--- src/rtl/modmul_pre_multiplier.sv ---
// ---------------------------------------------------------------------------
// modmul_pre_multiplier
//
// Pipelined integer multiplier that feeds barrett_pipelined. It computes
// x = a*b and flags operand pairs that fall outside [0,q). Barrett reduction
// needs x < q^2, so an out-of-range operand makes the downstream result
// meaningless. Such a product is still computed and emitted; it is only
// flagged.
//
// Each operand is split into hi/lo halves. S1 registers the operands and the
// range flag. S2 registers the four half-width partial products. S3
// recombines them into x_o. One operand pair is accepted per cycle.
//
// Handshake: start_i is a valid-only strobe. There is no ready, because the
// downstream Barrett stage cannot stall, so every cycle with start_i=1 (and
// rst_i=0) is an accepted transaction. valid_o is a one-cycle pulse per
// result. Results leave in issue order three register stages after the edge
// that sampled start_i.
//
// Ports
//   CLK_pci_sys_clk_p  in   1           rising-edge clock
//   rst_i              in   1           synchronous reset, active-high
//   start_i            in   1           a_i/b_i valid this cycle
//   a_i, b_i           in   OP_WIDTH    operands
//   q_i                in   OP_WIDTH    modulus, used only for the range check
//   x_o                out  2*OP_WIDTH  product a*b (held while valid_o=0)
//   valid_o            out  1           x_o/range_err_o valid this cycle
//   range_err_o        out  1           a>=q or b>=q for this result
//   busy_o             out  1           any pipeline stage holds an item
//   count_o            out  CNT_WIDTH   results emitted since reset (wraps)
// ---------------------------------------------------------------------------
module modmul_pre_multiplier #(
    parameter int OP_WIDTH  = 32,
    parameter int CNT_WIDTH = 16
) (
    input  logic                  CLK_pci_sys_clk_p,
    input  logic                  rst_i,
    input  logic                  start_i,
    input  logic [OP_WIDTH-1:0]   a_i,
    input  logic [OP_WIDTH-1:0]   b_i,
    input  logic [OP_WIDTH-1:0]   q_i,
    output logic [2*OP_WIDTH-1:0] x_o,
    output logic                  valid_o,
    output logic                  range_err_o,
    output logic                  busy_o,
    output logic [CNT_WIDTH-1:0]  count_o
);

    localparam int HALF_WIDTH = OP_WIDTH / 2;
    localparam int PP_WIDTH   = 2 * HALF_WIDTH;
    localparam int MID_WIDTH  = PP_WIDTH + 1;
    localparam int X_WIDTH    = 2 * OP_WIDTH;

    // ---------------- S1: operand register ----------------
    logic                s1_valid;
    logic                s1_err;
    logic [OP_WIDTH-1:0] s1_a;
    logic [OP_WIDTH-1:0] s1_b;

    always_ff @(posedge CLK_pci_sys_clk_p) begin
        if (rst_i) begin
            s1_valid <= 1'b0;
            s1_err   <= 1'b0;
            s1_a     <= '0;
            s1_b     <= '0;
        end else begin
            s1_valid <= start_i;
            if (start_i) begin
                s1_a   <= a_i;
                s1_b   <= b_i;
                s1_err <= (a_i >= q_i) | (b_i >= q_i);
            end
        end
    end

    logic [HALF_WIDTH-1:0] a_lo, a_hi, b_lo, b_hi;
    assign a_lo = s1_a[HALF_WIDTH-1:0];
    assign a_hi = s1_a[OP_WIDTH-1:HALF_WIDTH];
    assign b_lo = s1_b[HALF_WIDTH-1:0];
    assign b_hi = s1_b[OP_WIDTH-1:HALF_WIDTH];

    // ---------------- S2: partial products ----------------
    logic                s2_valid;
    logic                s2_err;
    logic [PP_WIDTH-1:0] p_ll, p_lh, p_hl, p_hh;

    always_ff @(posedge CLK_pci_sys_clk_p) begin
        if (rst_i) begin
            s2_valid <= 1'b0;
            s2_err   <= 1'b0;
            p_ll     <= '0;
            p_lh     <= '0;
            p_hl     <= '0;
            p_hh     <= '0;
        end else begin
            s2_valid <= s1_valid;
            if (s1_valid) begin
                s2_err <= s1_err;
                p_ll   <= PP_WIDTH'(a_lo * b_lo);
                p_lh   <= PP_WIDTH'(a_lo * b_hi);
                p_hl   <= PP_WIDTH'(a_hi * b_lo);
                p_hh   <= PP_WIDTH'(a_hi * b_hi);
            end
        end
    end

    // ---------------- S3: recombination ----------------
    // The middle sum carries one extra bit. Dropping it would corrupt
    // products whose cross terms are both large, for example all-ones
    // operands. p_hh and p_ll do not overlap, so they are concatenated
    // rather than added.
    logic [MID_WIDTH-1:0] mid_sum;
    logic [X_WIDTH-1:0]   mid_ext;
    logic [X_WIDTH-1:0]   x_next;

    assign mid_sum = {1'b0, p_lh} + {1'b0, p_hl};
    assign mid_ext = {{(X_WIDTH-MID_WIDTH){1'b0}}, mid_sum} << HALF_WIDTH;
    assign x_next  = {p_hh, p_ll} + mid_ext;

    logic s3_valid;

    always_ff @(posedge CLK_pci_sys_clk_p) begin
        if (rst_i) begin
            s3_valid    <= 1'b0;
            x_o         <= '0;
            range_err_o <= 1'b0;
            count_o     <= '0;
        end else begin
            s3_valid <= s2_valid;
            if (s2_valid) begin
                // x_o and range_err_o hold their values between results.
                x_o         <= x_next;
                range_err_o <= s2_err;
                // Counting on the load edge keeps count_o in step with valid_o.
                count_o     <= count_o + 1'b1;
            end
        end
    end

    assign valid_o = s3_valid;

    // Derived only from stage flops; start_i has no combinational path here.
    assign busy_o = s1_valid | s2_valid | s3_valid;

endmodule

--- config.mk ---
export PLATFORM = sky130hd
export DESIGN_NAME = modmul_pre_multiplier
export DESIGN_NICKNAME = d
export VERILOG_FILES = /design/src/rtl/modmul_pre_multiplier.sv
export SDC_FILE = /design/constraint.sdc
export NUM_CORES = 2
export LEC_CHECK = 0
export CAP_MARGIN = 10
export CORE_ASPECT_RATIO = 1.4
export CORE_MARGIN = 1
export CORE_UTILIZATION = 50
export CTS_CLUSTER_DIAMETER = 150
export CTS_CLUSTER_SIZE = 10
export DETAILED_ROUTE_END_ITERATION = 7
export GPL_TIMING_DRIVEN = 1
export PLACE_DENSITY = 0.79
export SYNTH_ARGS = -nofsm -noshare
export SYNTH_HDL_FRONTEND = slang
export SYNTH_SLANG_ARGS = --single-unit
--- constraint.sdc ---
create_clock -name CLK_pci_sys_clk_p -period 6.6 [get_ports CLK_pci_sys_clk_p]
set_clock_uncertainty 0.1 [all_clocks]
set_input_delay 1.32 -clock CLK_pci_sys_clk_p [delete_from_list [all_inputs] [get_ports CLK_pci_sys_clk_p]]
set_output_delay 1.32 -clock CLK_pci_sys_clk_p [all_outputs]
set_load 0.03 [all_outputs]
==> impl_metrics.tcl <==
set metrics [dict create \
    slew_viol_final 0 \
    synth.distinct_cells 83 \
    cpPeakStageDelay_ns 0.57 \
    critical_path.top_delay_family "adder cells" \
    gp_congestion 0.9622 \
    crit_buf_inv 2 \
    portBuffers 181 \
    synth_seq_cells 278 \
    slew_headroom_pct 27.52 \
    yosysWarnings 0 \
    status "finished, final reports clean" \
    ant_nets 0 \
    ys_seq_area_share_pct 11.46 \
    path_class "register to register" \
    setup-violations-final 0 \
    register_area_um2 5630 \
    via_count 38930 \
    nets 7150 \
    layout_setup_ws_ns 0.1992 \
    end_kind "register" \
    antenna_found_initial 1 \
    crit_chain "and2_1 > fa_1 > inv_1 > fa_1 > fa_1 > inv_1 > fa_1 > fa_1 > fa_1 > ha_2 > o21a_1 > o2111a_1 > a32o_1 > a211o_1 > a22o_4 > a221oi_4 > a21oi_2 > a211o_1 > o311a_1" \
    placed_cell_area_um2 52820 \
    hpwl_mm 108.9 \
    timing.hold.ws_ns 0.3764 \
    drive_gt1_share_pct 5.882 \
    critPathSlowestCell "fa_1" \
    worst_slew_pin_slew_ns 1.086 \
    ctsHtreeMaxLevel 1 \
    grt_max_degree 91 \
    r2r-start "s1_a[13]" \
    timing.fmax_mhz 156.2 \
    dp_slack_ns 0.01462 \
    r2r_cells 19 \
    max_cap_viol_count 0 \
    n_antenna_cell 0 \
    wire_per_inst_um 19.41 \
    grtUsageTotal_pct 28.27 \
    whs_endpoint "p_hh[0]" \
    syn_area_um2 48580 \
    cts_buffers 31 \
    syn2layout_area_growth_pct 11.10 \
    multi_input_area_um2 38480 \
    syn_nets 6995 \
    fin_setup_tns_ns 0 \
    hp-start "p_hh[0]" \
    fp.coreArea_um2 95730 \
    syn-mean-instance-area_um2 8.719 \
    hold_class "register to register" \
    stdcell_area_um2 53980 \
    grt_pass1_wl_mm 220.2 \
    start_kind "register" \
    crit_top_cell "fa_1" \
    final_hold_viol_count 0 \
    layout_min_cycle_time_ns 6.401 \
    p_leak_nw 26.84 \
    num_rows 134 \
    r2r_slack_ns 0.20 \
    avgViaCountPerCell 5.545 \
    dieArea_um2 98430 \
    die_h_um 370.8 \
    grt_pass1_vias 40680 \
    arrival_ns 6.81 \
    clk_pin_slew_ns 0.09 \
    synth_cells 5572 \
    rr_endpoint "p_ll[31]" \
    cts_root_buf "clkbuf_16" \
    synth_flop_cell "dfxtp_1" \
    clock_sinks 278 \
    drc_errors 0 \
    total_power_mw 6.292 \
    synth-edff-count 0 \
    fillers 8389 \
    min_path_cells 2 \
    synth_async_sr_flop_share_pct 0 \
    irDropWorstVdd_v 0.0002091 \
    io_pins 182 \
    drt_pass1_iterations 6 \
    clockBufferDepth 3 \
    rsz0062_at_grt "yes" \
    die_w_um 265.4 \
    gr-total-overflow 0 \
    critPathMaxFanout 7 \
    cts_tree "done" \
    finalCritPeriodShare_pct 96.98 \
    cp.required_ns 7.01 \
    worstSetupStartpoint "s1_a[13]" \
    p_per_area_nw_per_um2 116.6 \
    start_util_pct 50.75 \
    drt-total-wl_mm 136.3 \
    clk_latency_ns 0.64 \
    drt_iter0_markers 3093 \
]
[cells by family (layout without fill, tap and decap cells)]
kind of cell | after synthesis | count (layout) | synth area share [%]
AOI/OAI and AO/OA | 634 | 634 | 8.759
xor gates and xnor gates | 175 | 175 | 3.155
adders and majority gates | 1324 | 1324 | 46.12
buffers and inverters | 1230 | 1387 | 9.511
DFF | 278 | 278 | 11.46
muxes | 183 | 183 | 3.770
and+or+nand+nor | 1748 | 1748 | 17.23
[layout by cell type (no fill, tap or decap), types with 7 or more instances in the layout]
cell type	count
a21oi_1	185
nand3_1	53
nor2_1	340
o21a_1	25
dfxtp_1	246
nand4_1	28
clkdlybuf4s50_1	179
xor2_1	48
a2111oi_0	7
buf_6	10
or3_1	19
buf_4	191
dfxtp_4	10
nor2b_1	26
fa_1	773
and2_1	493
mux2i_1	183
a211o_1	13
o31ai_1	12
xnor2_1	127
nand2_1	667
dfxtp_2	22
o22ai_1	10
o211ai_1	14
nand2b_1	20
a21o_1	97
a211oi_1	42
ha_1	543
clkbuf_16	34
nor3_1	31
nor3b_1	11
a31oi_1	15
o21ai_1	12
a311oi_1	11
buf_12	22
and3_1	30
o21bai_1	22
o21ai_0	88
nor4_1	8
inv_1	942
[metal layers]
metal / up-vias / wire [um] / GRT usage (%)
met5: - / 0 / 0
met4: 0 / 6138 / 11.76
met3: 299 / 12850 / 5.895
met2: 1695 / 61920 / 45.46
met1: 19150 / 55360 / 36.96
li1: 17790 / - / -
[cell usage after synthesis (4+ instances only)]
master     number  share of area [%]
a2111oi_0       7               0.13
a211o_1        13               0.23
a211oi_1       44               0.68
a21o_1         97                1.5
a21oi_1       186                1.9
a22oi_1         4              0.062
a311oi_1       12               0.22
a31o_2          5              0.090
a31oi_1        16               0.21
a32oi_1         4              0.072
a41oi_1         4              0.072
and2_1        493                6.3
and3_1         30               0.39
and4_1          4              0.072
buf_1          27               0.21
clkbuf_1      257                2.0
dfxtp_1       278                 11
fa_1          778                 32
ha_1          546                 14
inv_1         942                7.3
mux2i_1       183                3.8
nand2_1       668                5.2
nand2b_1       20               0.26
nand3_1        53               0.55
nand4_1        28               0.36
nor2_1        341                2.6
nor2b_1        26               0.33
nor3_1         32               0.33
nor3b_1        11               0.17
nor4_1          8               0.10
o2111ai_1       5              0.090
o211ai_1       14               0.22
o21a_1         25               0.39
o21ai_0        91               0.94
o21ai_1         9              0.093
o21bai_1       22               0.34
o22ai_1        10               0.13
o311a_1         4              0.082
o31a_1          4              0.072
o31ai_1        12               0.19
o41ai_1         4              0.072
or3_1          19               0.24
xnor2_1       127                2.3
xor2_1         48               0.87
[sequential cells by signal (all words and copies together), names as in the netlist, 16 cells and up]
| name | count |
|---|---|
| x_o | 64 |
| p_ll | 32 |
| p_hh | 32 |
| p_lh | 32 |
| p_hl | 32 |
| s1_b | 32 |
| count_o | 16 |
| s1_a | 32 |
[worst max-delay path by stage]
stage               endpoint  cells after the start
floorplan           p_ll[31]                     21
global placement    p_lh[31]                     23
detailed placement  p_lh[30]                     21
CTS                 p_hl[31]                     21
global route        p_lh[30]                     22
finish              p_ll[31]                     19
[tightest hold or removal path: cells and delay by family (launching register included)]
kind	cells	cell delay, ns
compound gates	1	0.06
simple gates	1	0.06
flops	1	0.31
[where the power goes]
part / switching, mW / internal, mW / leakage [nW]
Sequential: 0.130 / 1.77 / 2.28
Combinational: 1.67 / 1.14 / 24.2
Clock: 0.751 / 0.836 / 0.396
Total: 2.55 / 3.74 / 26.8
[area by class of cell]
type                            instances  area share (%)
Sequential cell                       278           10.43
Timing Repair Buffer                  409           7.232
Clock buffer                           34           1.477
Tap cell                             1292           2.995
Multi-Input combinational cell       4064           71.29
Clock inverter                          1         0.01623
Inverter                              943           6.558
[stage by stage]
stage	instances	utilization [%]
6_report	7021	56.38
2_1_floorplan	5572	-
3_5_place_dp	6973	55.17
4_1_cts	7008	56.02
3_3_place_gp	6973	55.17
5_1_grt	7021	56.38
[what timing repair did]
| item | CTS | global route |
|---|---|---|
| cloned | 0 | 4 |
| gates resized for setup | 1 | 71 |
| buffers inserted | 0 | 9 |
| endpoints found under the setup margin | 3 | 47 |
| hold buffers | 0 | 0 |
| pin swaps | 0 | 10 |
Power figures use the tool's default switching activity.
